--- src/rtl/regbank_param.sv ---
`timescale 1ns/1ps
// regbank_param: parametrised CPU register bank with NRD combinational read
// ports, one write port, optional write-to-read bypass, and an unbypassed
// debug read port. Storage has no reset; a sweep sequencer clears it.
// Latency: reads are combinational; writes land in storage at the next edge.
// Backpressure: oReady=0 during the NREG-cycle init sweep; writes are ignored
// and read ports return 0, so the core must stall on !oReady.
// Ports:
//   iCLK, iRST (async, active-high), iClear (re-run init, wins over writes)
//   iRegWrite/iWriteRegister/iWriteData : single write port
//   iReadRegister/oReadData             : NRD packed read ports, port p at [p*W +: W]
//   iDbgSelect/oDbgData                 : raw storage view for VGA/display taps
//   oReady                              : bank initialised
module regbank_param #(
    parameter int          DATA_W  = 32,
    parameter int          ADDR_W  = 5,
    parameter int          NRD     = 2,
    parameter int          SP_IDX  = 2,
    parameter logic [31:0] SP_INIT = 32'h0000_3FFC,
    parameter int          BYPASS  = 1
) (
    input  logic                     iCLK,
    input  logic                     iRST,
    input  logic                     iClear,
    input  logic                     iRegWrite,
    input  logic [ADDR_W-1:0]        iWriteRegister,
    input  logic [DATA_W-1:0]        iWriteData,
    input  logic [NRD*ADDR_W-1:0]    iReadRegister,
    output logic [NRD*DATA_W-1:0]    oReadData,
    input  logic [ADDR_W-1:0]        iDbgSelect,
    output logic [DATA_W-1:0]        oDbgData,
    output logic                     oReady
);

    localparam int NREG = 1 << ADDR_W;

    localparam logic ST_INIT  = 1'b0;
    localparam logic ST_READY = 1'b1;

    localparam logic [ADDR_W:0]   CNT_LAST = (ADDR_W+1)'(NREG - 1);
    localparam logic [ADDR_W:0]   CNT_SP   = (ADDR_W+1)'(SP_IDX);
    localparam logic [DATA_W-1:0] SP_VAL   = DATA_W'(SP_INIT);

    logic                r_state;
    logic [ADDR_W:0]     r_cnt;
    logic [DATA_W-1:0]   r_mem [NREG];

    logic                w_we;
    logic [ADDR_W-1:0]   w_waddr;
    logic [DATA_W-1:0]   w_wdata;

    // Control state. Clear restarts the sweep from either state.
    always_ff @(posedge iCLK or posedge iRST) begin
        if (iRST) begin
            r_state <= ST_INIT;
            r_cnt   <= '0;
        end else if (iClear) begin
            r_state <= ST_INIT;
            r_cnt   <= '0;
        end else if (r_state == ST_INIT) begin
            r_cnt <= r_cnt + 1'b1;
            if (r_cnt == CNT_LAST) begin
                r_state <= ST_READY;
            end
        end
    end

    // Single storage write port shared by the init sweep and the core.
    // During INIT the sweep owns the port; the entry being cleared when a
    // clear arrives is simply rewritten on the restarted pass.
    always_comb begin
        w_we    = 1'b0;
        w_waddr = iWriteRegister;
        w_wdata = iWriteData;
        if (r_state == ST_INIT) begin
            w_we    = 1'b1;
            w_waddr = r_cnt[ADDR_W-1:0];
            w_wdata = (r_cnt == CNT_SP) ? SP_VAL : '0;
        end else if (iRegWrite && !iClear && (iWriteRegister != '0)) begin
            w_we = 1'b1;
        end
    end

    // No reset on storage so it can map onto RAM.
    always_ff @(posedge iCLK) begin
        if (w_we) begin
            r_mem[w_waddr] <= w_wdata;
        end
    end

    assign oReady   = (r_state == ST_READY);
    assign oDbgData = r_mem[iDbgSelect];

    genvar p;
    generate
        for (p = 0; p < NRD; p++) begin : g_rd
            logic [ADDR_W-1:0] w_ra;
            logic [DATA_W-1:0] w_rd;
            logic              w_hit;

            assign w_ra  = iReadRegister[p*ADDR_W +: ADDR_W];
            // Forward only a write that will actually commit this edge.
            assign w_hit = (BYPASS != 0) && iRegWrite && oReady && !iClear
                           && (w_ra == iWriteRegister);

            always_comb begin
                w_rd = r_mem[w_ra];
                if (!oReady || (w_ra == '0)) begin
                    w_rd = '0;
                end else if (w_hit) begin
                    w_rd = iWriteData;
                end
            end

            assign oReadData[p*DATA_W +: DATA_W] = w_rd;
        end
    endgenerate

endmodule

--- config.mk ---
export PLATFORM = sky130hd
export DESIGN_NAME = regbank_param
export DESIGN_NICKNAME = d
export VERILOG_FILES = /design/src/rtl/regbank_param.sv
export SDC_FILE = /design/constraint.sdc
export NUM_CORES = 2
export LEC_CHECK = 0
export CORE_MARGIN = 2
export CORE_UTILIZATION = 32
export CTS_CLUSTER_SIZE = 8
export DETAILED_ROUTE_END_ITERATION = 6
export DONT_BUFFER_PORTS = 1
export SLEW_MARGIN = 20
export SYNTH_ARGS = -nofsm -noshare
export SYNTH_HDL_FRONTEND = slang
export SYNTH_SLANG_ARGS = --single-unit
--- constraint.sdc ---
create_clock -name iCLK -period 5 [get_ports iCLK]
set_clock_uncertainty 0.05 [all_clocks]
set_input_delay 0.75 -clock iCLK [delete_from_list [all_inputs] [get_ports iCLK]]
set_output_delay 0.75 -clock iCLK [all_outputs]
set_load 0.01 [all_outputs]
==> PnR_summary.wiki <==
{| class="wikitable"
! Metric !! Value
|-
| Startpoint of the lowest-slack register-to-register path || oReady$_DFF_PP0_
|-
| Cell count along the critical path || 6
|-
| Area enclosed by the die boundary || 0.1821 mm^2
|-
| Fmax achieved || 220.2 MHz
|-
| Most frequent cells in the layout || sky130_fd_sc_hd__edfxtp_1, sky130_fd_sc_hd__mux4_2, sky130_fd_sc_hd__mux2i_1
|-
| Met1 routing resource usage after global routing || 26.53%
|-
| Average size of a mapped cell || 18.07 um^2
|-
| Worst-case vdd ir drop || 0.3498 mV
|-
| Power density of the placed cells || 315.6 mW/mm^2
|-
| Internal power || 15,860 uW
|-
| Violations in the final reports || max-slew violations
|-
| Finish-stage setup viols || 0
|-
| Net count after synthesis || 3,224
|-
| Rows || 155
|-
| Slowest cell on the critical path || sky130_fd_sc_hd__dfrtp_4
|-
| Post-Layout Inst Area || 0.06398 mm^2
|-
| Pin count of the biggest net entering global routing || 321
|-
| Synth warnings || 0
|-
| Clk slew on worst S/H paths || 50 ps
|-
| I/O pin cnt || 153
|-
| Final GP Congestion || 0.8002
|-
| Worst path buffer plus inverter count || 1
|-
| Number of gates resized after cts || 0
|-
| Area added between synthesis and finish || 11.85%
|-
| End point of the critical path || oReadData[5]
|-
| Switching power as a share of total power || 21.47%
|-
| Max transition margin || -9.518%
|-
| Mapped Cells || 3,166
|-
| Clk Latency, worst-skew pair || 750 ps
|-
| Core Area || 0.1780 mm^2
|-
| Sequential cell area fraction in the yosys report || 54.06%
|-
| Max Root-Sink Buffers || 3
|-
| Main flop type after synthesis || sky130_fd_sc_hd__edfxtp_1
|-
| GR peak layer || met2
|-
| Routed via count divided by cell count || 6.432
|-
| Detailed-route wire length || 196,000 um
|-
| Critical path endpoint category || primary output
|-
| IO Port Bufs || 0
|-
| Data arrival at the endpoint of the critical path || 3740 ps
|-
| Share of layout cells above drive strength 1 || 34.37%
|-
| Seq cells post-synth || 1,031
|-
| Slew Viols, Final || 83
|-
| Antenna violations before repair || 3
|-
| CP delay by family, top || simple AND/OR/NAND/NOR gates
|-
| Drt first pass iters || 5
|-
| Worst Path Max Fanout || 22
|-
| Number of antenna-violating nets in the routed design || 0
|-
| Initial drt markers || 4,094
|-
| Post-place instance area || 0.06005 mm^2
|-
| CTS HTree Levels || 4
|-
| Number of remaining DRC errors || 0
|-
| Routed via count || 35,200
|-
| Met2 usage || 35.54%
|-
| Min Tclk post-route || 4542 ps
|-
| Clock root buffer || sky130_fd_sc_hd__clkbuf_16
|-
| Die Span Y || 426.8 um
|-
| Total global routing overflow || 0
|-
| Kind of launch point of the worst setup path || flip-flop
|-
| Number of enable flip-flop cells after synthesis || 1,024
|-
| Part of the total power dissipated in combinational logic || 8.1%
|-
| Critical path origin || oReady$_DFF_PP0_
|-
| Part of the total power dissipated in the clock network || 44.1%
|-
| TritonCTS clock tree || yes
|-
| Crit-path cells || and3b_1 -> nand3_1 -> nor3_1 -> nor2b_4 -> buf_4 -> a211o_1
|-
| Worst Tran Pin Value || 1643 ps
|-
| Required time of the critical path || 4200 ps
|-
| Summed instance area of the synthesized netlist || 0.05720 mm^2
|-
| Share of synthesized registers carrying an async set or reset || 0.6790%
|-
| Final routed wire length divided by cell count || 35.81 um
|-
| Switching power || 4335 uW
|-
| Filler cell count || 16,380
|-
| Number of sinks handled by clock tree synthesis || 1,031
|-
| Endpoints failing hold || 0
|-
| Unrepaired setup endpoints after global routing || no
|-
| Fraction of power consumed by sequential logic || 47.9%
|-
| Number of post-CTS setup repair buffers || 0
|-
| First-pass GRT wire length || 272,900 um
|-
| Final period utilization || 90.84%
|-
| CP max stage delay || 650 ps
|-
| Leakage power total || 0.02048 uW
|-
| Met3 layer usage reported by global route || 4.566%
|-
| Starting Density || 32.13%
|-
| RR Endpoint || r_mem[20][17]$_DFFE_PP_
|-
| GRT Overall Usage || 21.23%
|-
| Class of the tightest hold or removal check || in2reg
|-
| Fin util || 35.94%
|-
| Setup slack of the most critical reg-to-reg path || 1290 ps
|-
| Vias in the first global route || 35,470
|-
| Final HPWL DP || 100,500 um
|-
| Count of distinct cell types in the synthesized netlist || 49
|-
| Maxcap violations || 0
|-
| Width of the die || 426.8 um
|-
| Final-layout setup total negative slack || 0 ps
|-
| Result of the run || finished, violations left
|-
| CTS buffer count || 146
|-
| Commonest non-fill, non-tap cell in the layout || sky130_fd_sc_hd__edfxtp_1
|-
| Critical path type || reg2out
|-
| Number of nets in the final layout || 3,161
|-
| Cell count of the worst reg-to-reg path || 5
|}
-- sequential cells by signal, indices dropped and copies added (netlist names) --
signal / cells
oReady: 1
r_mem: 1024
r_cnt: 6
-- final cells by class --
cell class | count | area (um^2) | share of cell area, %
clock buffer | 158 | 3847 | 6.014
clock inverter | 3 | 41.29 | 0.06454
antenna | 1 | 2.502 | 0.003911
timing repair buffer | 92 | 1016 | 1.588
sequential | 1031 | 30930 | 48.34
tap | 2355 | 2947 | 4.606
multi-input combinational | 1825 | 25170 | 39.34
inverter | 7 | 26.28 | 0.04107
-- how the worst min path moves through the flow --
stage	from	end	slack, ps	cells after the start
after floorplan	r_cnt[5]$_DFFE_PP0P_	r_cnt[5]$_DFFE_PP0P_	490	2
after global placement	r_cnt[5]$_DFFE_PP0P_	r_cnt[5]$_DFFE_PP0P_	510	2
after detailed placement	r_cnt[5]$_DFFE_PP0P_	oReady$_DFF_PP0_	510	2
after CTS	iWriteData[6]	r_mem[3][6]$_DFFE_PP_	290	2
after global routing	iWriteData[6]	r_mem[3][6]$_DFFE_PP_	330	2
final	iWriteData[6]	r_mem[3][6]$_DFFE_PP_	320	2
-- cells in the mapped netlist (2+ instances only) --
cell | n | area [um^2]
sky130_fd_sc_hd__xnor2_1 | 6 | 52.55
sky130_fd_sc_hd__mux4_2 | 708 | 15950
sky130_fd_sc_hd__o211a_1 | 31 | 310.3
sky130_fd_sc_hd__and3_1 | 2 | 12.51
sky130_fd_sc_hd__nor4_1 | 2 | 12.51
sky130_fd_sc_hd__a31oi_1 | 3 | 18.77
sky130_fd_sc_hd__a221oi_1 | 93 | 814.5
sky130_fd_sc_hd__and2_1 | 20 | 125.1
sky130_fd_sc_hd__o21ai_0 | 3 | 15.01
sky130_fd_sc_hd__a211o_1 | 31 | 271.5
sky130_fd_sc_hd__inv_1 | 5 | 18.77
sky130_fd_sc_hd__o31ai_1 | 2 | 15.01
sky130_fd_sc_hd__buf_2 | 97 | 485.5
sky130_fd_sc_hd__o211ai_1 | 31 | 232.7
sky130_fd_sc_hd__ha_1 | 2 | 25.02
sky130_fd_sc_hd__a21o_1 | 3 | 22.52
sky130_fd_sc_hd__xor2_1 | 8 | 70.07
sky130_fd_sc_hd__mux2_2 | 65 | 732.0
sky130_fd_sc_hd__edfxtp_1 | 1024 | 30750
sky130_fd_sc_hd__nor2b_1 | 36 | 225.2
sky130_fd_sc_hd__nand3b_1 | 3 | 22.52
sky130_fd_sc_hd__buf_6 | 10 | 112.6
sky130_fd_sc_hd__o21bai_1 | 31 | 232.7
sky130_fd_sc_hd__buf_4 | 31 | 232.7
sky130_fd_sc_hd__buf_1 | 31 | 116.4
sky130_fd_sc_hd__clkbuf_1 | 134 | 503.0
sky130_fd_sc_hd__nor3_1 | 5 | 25.02
sky130_fd_sc_hd__a22oi_1 | 63 | 473.0
sky130_fd_sc_hd__or3_1 | 2 | 12.51
sky130_fd_sc_hd__a211oi_1 | 62 | 465.5
sky130_fd_sc_hd__nand3_1 | 36 | 180.2
sky130_fd_sc_hd__dfrtp_1 | 7 | 175.2
sky130_fd_sc_hd__nor2_1 | 46 | 172.7
sky130_fd_sc_hd__a21oi_1 | 70 | 350.3
sky130_fd_sc_hd__a221o_1 | 32 | 320.3
sky130_fd_sc_hd__nand2_1 | 103 | 386.6
sky130_fd_sc_hd__mux2i_1 | 316 | 3163
-- repair_timing --
action                                 CTS  global route
hold buffers                             2             0
endpoints found under the hold margin   14             0
setup endpoints to repair                0             0
-- power groups by stage --
stage | clock network [uW] | logic [uW] | registers (uW)
6_report | 8900 | 1630 | 9670
5_1_grt | 9330 | 1690 | 9670
4_1_cts | 9000 | 1610 | 9670
3_5_place_dp | 0 | 1600 | 9830
3_3_place_gp | 0 | 1600 | 9830
2_1_floorplan | 0 | 1530 | 9810
-- kinds of logic (layout without fill, tap and decap cells) --
| family | count (synthesis) | in the layout | synth area share (%) |
|---|---|---|---|
| AOI/OAI and AO/OA | 461 | 461 | 6.298 |
| xor gates and xnor gates | 14 | 14 | 0.2144 |
| adders and majority gates | 2 | 2 | 0.04374 |
| buffers and inverters | 310 | 260 | 2.581 |
| DFF | 1031 | 1031 | 54.06 |
| muxes | 1089 | 1089 | 34.69 |
| other | 0 | 1 | 0 |
| and+or+nand+nor | 259 | 259 | 2.113 |
-- per-layer routing --
layer / up-vias / share of wire [%]
met3: 404 / 9.5
met4: 2 / 4.4
met1: 19030 / 36
met5: - / 0.0082
li1: 13720 / -
met2: 2040 / 50
-- through the flow --
| step | std cells | setup WS (ps) | hold slack [ps] | power, uW |
|---|---|---|---|---|
| after global placement | 5307 | 975.2 | 506.8 | 11420 |
| after global routing | 5472 | 284.7 | 326.7 | 20690 |
| final | 5472 | 457.8 | 322.7 | 20190 |
| after floorplan | 3166 | 1611 | 485.2 | 11330 |
| after CTS | 5470 | 425.6 | 285.5 | 20280 |
| after detailed placement | 5307 | 970.3 | 506.9 | 11430 |
No activity file was read; power rests on OpenSTA's default activity.
